### src/rtl/mem_lsu.sv
// mem_lsu: byte/half/word load-store unit between the CPU datapath and a word memory port.
// Checks alignment, drives strobes and replicated store data, extends load data, times out.
module mem_lsu #(
    parameter int TIMEOUT = 16
) (
    input  logic        clk,
    input  logic        rst,
    input  logic        req_valid,
    output logic        req_ready,
    input  logic        req_we,
    input  logic [31:0] req_addr,
    input  logic [31:0] req_wdata,
    input  logic [1:0]  req_size,
    input  logic        req_sign,
    output logic        resp_valid,
    output logic [31:0] resp_rdata,
    output logic        resp_error,
    output logic        mem_req,
    output logic        mem_we,
    output logic [31:0] mem_addr,
    output logic [3:0]  mem_wstrb,
    output logic [31:0] mem_wdata,
    input  logic        mem_ack,
    input  logic [31:0] mem_rdata
);
    localparam int CW = TIMEOUT > 1 ? $clog2(TIMEOUT) : 1;
    localparam int TM1 = TIMEOUT > 0 ? TIMEOUT - 1 : 0;

    typedef enum logic [1:0] {IDLE, ACCESS, RESP} state_t;

    state_t state, state_d;
    logic [CW-1:0] cnt, cnt_d;
    logic [1:0] off, off_d, size, size_d;
    logic sign, sign_d;
    logic req_d, we_d, rv_d, err_d;
    logic [31:0] addr_d, wdata_d, rdata_d, sh, ext;
    logic [3:0] strb_d, strb;
    logic [31:0] rep;
    logic bad;

    assign req_ready = state == IDLE;
    assign bad = req_size == 2'b11 || (req_size == 2'b01 && req_addr[0]) ||
                 (req_size == 2'b10 && |req_addr[1:0]);
    assign strb = req_size == 2'b00 ? 4'b0001 << req_addr[1:0] :
                  req_size == 2'b01 ? 4'b0011 << req_addr[1:0] : 4'b1111;
    assign rep = req_size == 2'b00 ? {4{req_wdata[7:0]}} :
                 req_size == 2'b01 ? {2{req_wdata[15:0]}} : req_wdata;
    // word accesses are aligned, so off=0 leaves the word unshifted
    assign sh = mem_rdata >> {off, 3'b000};
    assign ext = size == 2'b00 ? (sign ? {24'b0, sh[7:0]} : {{24{sh[7]}}, sh[7:0]}) :
                 size == 2'b01 ? (sign ? {16'b0, sh[15:0]} : {{16{sh[15]}}, sh[15:0]}) : sh;

    always_comb begin
        state_d = state;
        cnt_d = cnt;
        off_d = off;
        size_d = size;
        sign_d = sign;
        req_d = mem_req;
        we_d = mem_we;
        addr_d = mem_addr;
        strb_d = mem_wstrb;
        wdata_d = mem_wdata;
        rv_d = 1'b0;
        rdata_d = resp_rdata;
        err_d = resp_error;
        case (state)
            IDLE: if (req_valid) begin
                off_d = req_addr[1:0];
                size_d = req_size;
                sign_d = req_sign;
                if (bad) begin
                    state_d = RESP;
                    rv_d = 1'b1;
                    rdata_d = '0;
                    err_d = 1'b1;
                end else begin
                    state_d = ACCESS;
                    req_d = 1'b1;
                    we_d = req_we;
                    addr_d = {req_addr[31:2], 2'b00};
                    strb_d = req_we ? strb : 4'b0000;
                    wdata_d = req_we ? rep : '0;
                end
            end
            ACCESS: if (mem_ack) begin
                state_d = RESP;
                req_d = 1'b0;
                we_d = 1'b0;
                rv_d = 1'b1;
                rdata_d = mem_we ? '0 : ext;
                err_d = 1'b0;
            end else if (TIMEOUT > 0 && cnt == CW'(TM1)) begin
                state_d = RESP;
                req_d = 1'b0;
                we_d = 1'b0;
                rv_d = 1'b1;
                rdata_d = '0;
                err_d = 1'b1;
            end else begin
                cnt_d = cnt + 1'b1;
            end
            default: begin
                state_d = IDLE;
                cnt_d = '0;
            end
        endcase
    end

    always_ff @(posedge clk or negedge rst) begin
        if (!rst) begin
            state <= IDLE;
            cnt <= '0;
            off <= '0;
            size <= '0;
            sign <= 1'b0;
            mem_req <= 1'b0;
            mem_we <= 1'b0;
            mem_addr <= '0;
            mem_wstrb <= '0;
            mem_wdata <= '0;
            resp_valid <= 1'b0;
            resp_rdata <= '0;
            resp_error <= 1'b0;
        end else begin
            state <= state_d;
            cnt <= cnt_d;
            off <= off_d;
            size <= size_d;
            sign <= sign_d;
            mem_req <= req_d;
            mem_we <= we_d;
            mem_addr <= addr_d;
            mem_wstrb <= strb_d;
            mem_wdata <= wdata_d;
            resp_valid <= rv_d;
            resp_rdata <= rdata_d;
            resp_error <= err_d;
        end
    end
endmodule

### config.mk
export PLATFORM = sky130hd
export DESIGN_NAME = mem_lsu
export DESIGN_NICKNAME = d
export VERILOG_FILES = /design/src/rtl/mem_lsu.sv
export SDC_FILE = /design/constraint.sdc
export NUM_CORES = 1
export LEC_CHECK = 0
export BUFFER_PORTS_ARGS = -buffer_cell sky130_fd_sc_hd__buf_2
export CORE_MARGIN = 10
export CORE_UTILIZATION = 30
export CTS_BUF_LIST = sky130_fd_sc_hd__clkbuf_2
export CTS_CLUSTER_SIZE = 10
export DETAILED_ROUTE_END_ITERATION = 10
export GPL_TIMING_DRIVEN = 0
export PLACE_DENSITY = 0.65
export REMOVE_ABC_BUFFERS = 1
export SLEW_MARGIN = 15
export SYNTH_ARGS = -nofsm -noshare
export SYNTH_HDL_FRONTEND = slang
export SYNTH_SLANG_ARGS = --single-unit
### constraint.sdc
create_clock -name clk -period 4.7 [get_ports clk]
set_input_delay 0.94 -clock clk [delete_from_list [all_inputs] [get_ports clk]]
set_output_delay 0.94 -clock clk [all_outputs]
set_load 0.03 [all_outputs]
==> impl_metrics.ini, run 1 <==
[outcome]
outcome = finished, final reports clean

[flow_run]
maxCapViolations = 0

[yosys]
syn-cell-area_sq_um = 5270
yosys.area.top_type_share = 0.536
synth_largest_area_cell = dfrtp_1
ys_top_cells_by_count = dfrtp_1, nand2_1, mux2i_1
async_flop_share = 1.00
synth_edf_count = 0
ys.warnings.count = 0
synth_most_common_cell = dfrtp_1
synth_flop_cell = dfrtp_1
avgSynthCellArea_sq_um = 11.4
yosysUniqueCellTypes = 40
yosysSeqAreaShare = 0.536
synth.area.top_cells = dfrtp_1, mux2_2, mux2i_1
synth-seq-cells = 113
netlist_instances = 463

[sta]
setup_viol_count_final = 0
timing.fmax_mhz = 331
tns_ns = 0
hold_violations = 0
skew_ns = 0.0377
period_minus_slack_ns = 3.02
hold_ws_ns = 0.199
rsz0062_at_grt = no
worst_pin_slew_ns = 1.08
max_slew_margin = 0.276
fin_crit_sh = 0.643
maxSlewViolCount = 0

[cts]
cts.root.buffer_cell = clkbuf_2
clk_pin_slew_ns = 0.19
cts_buffer_depth = 2
cts_tree = done
cts_setup_buffers = 0
cts.repair.resized = 0
numCtsBuffers = 17
htree_levels = 4
clock_latency_ns = 0.67
cts_sinks = 113
holdBufCountCts = 0

[critical_path]
critPathCaptureType = flip-flop
path_class = reg -> reg
crit_arrival_ns = 3.62
critPathMaxFanout = 28
start_kind = flip-flop
critical_path_required_ns = 5.30

[die]
start_util = 0.306
core_region_area_sq_um = 17200
dieArea_sq_um = 23300
io_pins = 209
die_width_um = 153
row_count = 48
die_h_um = 153

[layout]
final_cells = 897
fillCellCount = 1699
synthToLayoutAreaGrowth_pct = 29.1
multi_input_area_sq_um = 2280
final_util = 0.395
ff_latch_area_sq_um = 2830
drive_gt1_frac = 0.428
final_nets = 767

[drt]
drt_pass1_iterations = 4
detail_route.wl_per_cell_um = 18.2
drt_iter0_markers = 245
drt_wl_total_um = 16300
drc = 0
final_antenna_net_count = 0
vias = 4342
drt-vias-per-instance = 4.84

[pwr]
p_total_mw = 3.56
power.density_nw_per_um2 = 523
p_leak_nw = 3.48
ir_worst_vdd_v = 0.000224

[global_route]
grt_pass1_wl_um = 26500
grt_util_all_layers = 0.141
antenna_found_initial = 1
grt_pass1_vias = 4603
overflow = 0
grt_max_degree = 65

[place]
port_buffers = 206
hpwl_um = 11800
dp_cells = 864
gp_routability_congestion = 0.744

[min_path]
hold_class = in -> async
[through the flow]
step | setup WS, ns | area [sq um]
2_1_floorplan | 0.361 | 5110
3_3_place_gp | -1.23 | 6420
3_5_place_dp | 1.59 | 6550
4_1_cts | 1.63 | 6800
5_1_grt | 1.50 | 6810
6_report | 1.68 | 6810
[routing by layer]
layer / global-route usage / vias up / share of wire
met2: 0.214 / 189 / 0.45
li1: - / 2055 / -
met3: 0.0728 / 10 / 0.10
met1: 0.173 / 2088 / 0.44
met5: 0 / - / 0
met4: 0.0363 / 0 / 0.0053
[logic make-up after synthesis]
| family | share of synthesized area |
|---|---|
| simple gates | 0.0830 |
| mux | 0.176 |
| buf+inv | 0.0363 |
| compound gates | 0.151 |
| other cells | 0.000711 |
| xor+xnor | 0.00498 |
| flops | 0.536 |
| fa+ha+maj | 0.0119 |
[worst max-delay path, cell delays in order (launching register included)]
cell,delay (ns)
dfrtp_1,0.92
nor2b_1,0.65
a2bb2oi_1,0.25
a2111oi_4,0.90
a221o_1,0.22
[power by group]
part / total (mW) / internal (mW) / switching, mW
clock network: 0.703 / 0.300 / 0.403
registers: 1.43 / 1.23 / 0.202
logic: 1.42 / 0.491 / 0.927
[flip-flops by register name, summed over array words and instances, names as in the netlist]
signal and count:
cnt 4, mem_addr 30, mem_req 1, mem_wdata 32
mem_we 1, mem_wstrb 4, off 2, resp_error 1
resp_rdata 32, resp_valid 1, sign 1, size 2
state 2
[cell usage in the layout, fill, tap and decap left out, drive strengths merged, types with 2 or more instances in the layout]
cell        n
conb        2
a2bb2oi     2
mux2i      40
a22o       16
clkbuf     19
mux2       45
nor2b       4
bufinv      3
o21ai      49
a21oi      11
nor3b       2
buf       210
inv         8
ha          5
o31ai      16
nand2b      3
clkinv      4
xor2        3
nand2      72
a221o      16
dfrtp     113
a2111oi     2
nand3       4
nor2        8
clkinvlp    5
[layout make-up]
type / count / area share
clock buffer: 19 / 0.0140
timing repair buffer: 210 / 0.165
multi-input combinational: 309 / 0.336
sequential: 113 / 0.416
clock inverter: 13 / 0.0239
inverter: 7 / 0.00386
antenna: 1 / 0.000368
tap: 225 / 0.0414
[path summary, 6_finish.rpt]
| check | to | from | slack, ns | cells past startpoint |
|---|---|---|---|---|
| max reg2reg | resp_rdata[29] | off[1] | 1.68 | 4 |
| max in group asynchronous | mem_wdata[27] | rst | 3.78 | 2 |
| min reg2reg | mem_wdata[13] | mem_wdata[13] | 0.49 | 2 |
| min | state[1] | rst | 0.20 | 1 |
| max | resp_rdata[29] | off[1] | 1.68 | 4 |
| min in group clk | mem_addr[7] | req_addr[7] | 0.46 | 2 |
No activity file was read; power rests on OpenSTA's default activity.
==> run 2, diff against run 1 <==
==> constraint.sdc (replaced) <==
create_clock -name clk -period 2.9 [get_ports clk]
set_input_delay 0.58 -clock clk [delete_from_list [all_inputs] [get_ports clk]]
set_output_delay 0.58 -clock clk [all_outputs]
set_load 0.03 [all_outputs]
==> run 2 against run 1 <==
  * Wire length increased by 1.5%
  * Largest power group unchanged
  * Utilization increased by 1.6 points
  * Clock skew decreased by 0.0054 ns
  * Largest cell class unchanged
==> impl_metrics.ini, run 2 (synthesized netlist as in run 1, its figures left out) <==
[outcome]
outcome = finished, final reports clean

[critical_path]
crit_arrival_ns = 3.13
critPathCaptureType = flip-flop
critical_path_required_ns = 3.48
critPathMaxFanout = 54
start_kind = flip-flop
path_class = reg -> reg

[global_route]
grt_pass1_vias = 4726
overflow = 0
grt_max_degree = 65
antenna_found_initial = 1
grt_pass1_wl_um = 26800
grt_util_all_layers = 0.142

[die]
die_h_um = 153
io_pins = 209
start_util = 0.306
dieArea_sq_um = 23300
row_count = 48
die_width_um = 153
core_region_area_sq_um = 17200

[sta]
fin_crit_sh = 0.877
max_slew_margin = 0.296
hold_violations = 0
rsz0062_at_grt = no
timing.fmax_mhz = 393
setup_viol_count_final = 0
hold_ws_ns = 0.129
period_minus_slack_ns = 2.54
skew_ns = 0.0323
worst_pin_slew_ns = 1.05
maxSlewViolCount = 0

[drt]
vias = 4436
drt_iter0_markers = 189
drt-vias-per-instance = 4.80
detail_route.wl_per_cell_um = 17.9
drt_wl_total_um = 16600
drt_pass1_iterations = 4
drc = 0
final_antenna_net_count = 0

[place]
place_area_sq_um = 6550
hpwl_um = 11800
dp_cells = 864
gp_routability_congestion = 0.744
port_buffers = 206

[min_path]
hold_class = in -> reg

[layout]
final_nets = 794
final_cell_area_sq_um = 7090
drive_gt1_frac = 0.414
biggestRegsByFlops = mem_wdata: 32 flops, resp_rdata: 32 flops, mem_addr: 30 flops
final_common_cell = buf_2
final_cell_mix = buf_2, dfrtp_1, nand2_1, mux2i_1, mux2_2
final_cells = 924
synthToLayoutAreaGrowth_pct = 34.4
final_util = 0.411

[flow_run]
maxCapViolations = 0

[cts]
cts_sinks = 113
numCtsBuffers = 17
clock_latency_ns = 0.68
htree_levels = 4
clk_pin_slew_ns = 0.19
cts_tree = done
cts.root.buffer_cell = clkbuf_2
cts_buffer_depth = 2

[pwr]
power.density_nw_per_um2 = 818
ir_worst_vdd_v = 0.000362
p_leak_nw = 3.60
==> run 2: changes by cell type in the layout (fill, tap and decap cells not counted) <==
cell	previous run	this run
dlygate4sd3_1	0	26
dfrtp_2	1	2
buf_12	0	1
dfrtp_1	112	111
==> run 2: what timing repair did <==
action | in CTS | in global routing
endpoints found under the hold margin | 72 | 2
pin swaps | 0 | 1
gates resized for setup | 1 | 0
endpoints found under the setup margin | 16 | 16
hold buffers | 24 | 2
setup buffers | 0 | 1
==> run 2: per-stage QoR <==
stage | power [mW] | setup TNS [ns] | setup slack [ns]
detailed placement | 4.70 | -1.44 | -0.0995
floorplan | 3.83 | -60.88 | -1.08
global placement | 4.64 | -199.20 | -2.67
CTS | 5.90 | 0 | 0.0119
finish | 5.80 | 0 | 0.356
global route | 6.19 | 0 | 0.198
==> run 2: area by class of cell <==
cell class	count	area, sq um
Tap cell	225	282
Multi-Input combinational cell	309	2280
Sequential cell	113	2830
Clock inverter	13	163
Clock buffer	19	95.1
Antenna cell	1	2.50
Fill cell	1666	10100
Inverter	7	26.3
Timing Repair Buffer	237	1410
==> run 2: path summary, 6_finish.rpt <==
path / startpoint / to / slack [ns] / depth (start not counted)
max in group asynchronous: rst / mem_wdata[27] / 1.78 / 3
setup / recovery: state[1] / mem_addr[6] / 0.36 / 4
hold / removal: req_addr[22] / mem_addr[22] / 0.13 / 2
min in group asynchronous: rst / state[1] / 0.40 / 2
setup reg to reg: state[1] / mem_addr[6] / 0.36 / 4
hold reg to reg: mem_wdata[13] / mem_wdata[13] / 0.49 / 2
==> run 2: critical path: stages, from the launching register on <==
cell     delay [ns]
dfrtp_1        0.56
nor3b_4        0.55
nand3_4        0.53
buf_16         0.39
mux2_1         0.36
==> run 2: power by group <==
| group | leakage [nW] | switching, mW | internal, mW |
|---|---|---|---|
| Clock | 0.140 | 0.650 | 0.486 |
| Combinational | 2.01 | 1.51 | 0.820 |
| Sequential | 1.45 | 0.332 | 2.00 |
==> run 2: routing by layer <==
metal	vias up	track usage	part of all wire
met2	177	0.217	0.46
met4	0	0.0363	0.0043
met3	6	0.0737	0.10
met5	-	0	0
li1	2116	-	-
met1	2137	0.174	0.44
==> run 3, diff against run 2 <==
--- a/config.mk
+++ b/config.mk
@@ -5,7 +5,7 @@
 export SDC_FILE = /design/constraint.sdc
 export NUM_CORES = 1
 export LEC_CHECK = 0
-export BUFFER_PORTS_ARGS = -buffer_cell sky130_fd_sc_hd__buf_2
+export BUFFER_PORTS_ARGS = -buffer_cell sky130_fd_sc_hd__buf_4
 export CORE_MARGIN = 10
 export CORE_UTILIZATION = 30
 export CTS_BUF_LIST = sky130_fd_sc_hd__clkbuf_2
==> run 3 against run 2 <==
  * Cell count shrank 1.1%
  * Highest routed layer unchanged
  * First-iteration DRC count shrank 2.6%
  * Critical path type unchanged
  * Critical endpoint is now mem_addr[31]
  * Clock skew shrank 0.0017 ns
==> impl_metrics.ini, run 3 (synthesized netlist as in run 1, its figures left out) <==
[sta]
skew_ns = 0.0307
maxSlewViolCount = 0
setup_viol_count_final = 0
timing.fmax_mhz = 408
max_slew_margin = 0.305
worst_pin_slew_ns = 1.04
hold_violations = 0
rsz0062_at_grt = no
fin_crit_sh = 0.845
period_minus_slack_ns = 2.45

[drt]
drc = 0
drt_iter0_markers = 184
drt_pass1_iterations = 4
vias = 4491
drt-vias-per-instance = 4.91
detail_route.wl_per_cell_um = 18.5
drt_wl_total_um = 16900
final_antenna_net_count = 0

[layout]
final_cell_mix = buf_4, dfrtp_1, nand2_1, mux2i_1, mux2_2
drive_gt1_frac = 0.419
final_common_cell = buf_4
num_antenna_cells = 0
final_cells = 914
biggestRegsByFlops = mem_wdata: 32 flops, resp_rdata: 32 flops, mem_addr: 30 flops
final_nets = 785
fillCellCount = 1644
synthToLayoutAreaGrowth_pct = 41.9

[cts]
clock_latency_ns = 0.68
cts_tree = done
htree_levels = 4
cts.root.buffer_cell = clkbuf_2
clk_pin_slew_ns = 0.20
numCtsBuffers = 17
cts_buffer_depth = 2
cts_sinks = 113

[critical_path]
critical_path_required_ns = 3.49
crit_arrival_ns = 3.04
path_cells = nor3b_4 > nand3_4 > buf_16 > mux2_2
worst_path_max_delay_cell = dfrtp_1
slowest_delay_ns = 0.54
start_kind = flip-flop
critPathCaptureType = flip-flop
critPathMaxFanout = 65
path_class = reg -> reg

[global_route]
grt_pass1_wl_um = 26600
antenna_found_initial = 0
grt_util_all_layers = 0.141
overflow = 0
grt_pass1_vias = 4795
grt_max_degree = 66

[pwr]
power.density_nw_per_um2 = 802
ir_worst_vdd_v = 0.000368
p_total_mw = 6.00
p_leak_nw = 3.68

[die]
start_util = 0.306
core_region_area_sq_um = 17200
io_pins = 209
row_count = 48
die_width_um = 153
dieArea_sq_um = 23300
die_h_um = 153

[place]
hpwl_um = 12400
gp_routability_congestion = 0.804
dp_cells = 864
port_buffers = 206

[outcome]
outcome = finished, final reports clean

[min_path]
hold_class = in -> reg

[flow_run]
maxCapViolations = 0
[run 3: routing by layer]
layer,routed length [um],track usage,up-vias
li1,-,-,2092
met1,7310,0.167,2185
met2,7690,0.217,192
met3,1630,0.0725,22
met4,284,0.0431,0
met5,0,0,-
[run 3: critical path, delay by kind of cell, from the launching register on]
| family | cells | cell delay (ns) |
|---|---|---|
| AND/OR/NAND/NOR | 2 | 1.05 |
| multiplexers | 1 | 0.32 |
| flip-flops | 1 | 0.54 |
| buffers and inverters | 1 | 0.39 |
[run 3: worst paths after layout]
kind / start / end / slack [ns] / cells past startpoint
max: state[1] / mem_addr[31] / 0.45 / 4
min: req_addr[19] / mem_addr[19] / 0.11 / 2
max reg2reg: state[1] / mem_addr[31] / 0.45 / 4
min reg2reg: mem_wdata[26] / mem_wdata[26] / 0.51 / 2
max in group asynchronous: rst / mem_wdata[22] / 1.81 / 3
min in group asynchronous: rst / resp_rdata[1] / 0.39 / 2
[run 3: final cells by class]
class	count	area (sq um)	share of cell area
sequential	113	2830	0.378
tap	225	282	0.0376
inverter	7	26.3	0.00351
timing repair buffer	228	1830	0.244
clock buffer	18	90.1	0.0120
multi-input combinational	309	2280	0.305
clock inverter	14	143	0.0191
[run 3: report_power, final]
group / internal, mW / switching, mW / total, mW
combinational: 1.08 / 1.52 / 2.60
sequential: 2.00 / 0.363 / 2.36
clock: 0.391 / 0.649 / 1.04
total: 3.47 / 2.53 / 6.00
[run 3: per-stage QoR]
| step | setup TNS [ns] | worst slack (ns) | hold WS, ns | area [sq um] | utilization |
|---|---|---|---|---|---|
| after floorplan | -60.88 | -1.08 | 0.284 | 5110 | - |
| after global placement | -155.73 | -2.47 | 0.463 | 6940 | 0.403 |
| after detailed placement | -0.376 | -0.0369 | 0.468 | 7060 | 0.410 |
| after CTS | 0 | 0.149 | 0.00138 | 7390 | 0.429 |
| after global routing | 0 | 0.229 | 0.000606 | 7480 | 0.434 |
| final | 0 | 0.451 | 0.113 | 7480 | 0.434 |
[run 3: timing repair]
item / 4_1_cts / 5_1_grt
pin swaps: 1 / 1
endpoints found under the setup margin: 16 / 6
endpoints found under the hold margin: 65 / 7
hold buffers: 10 / 7
resized for setup: 1 / 0
setup buffers: 0 / 1
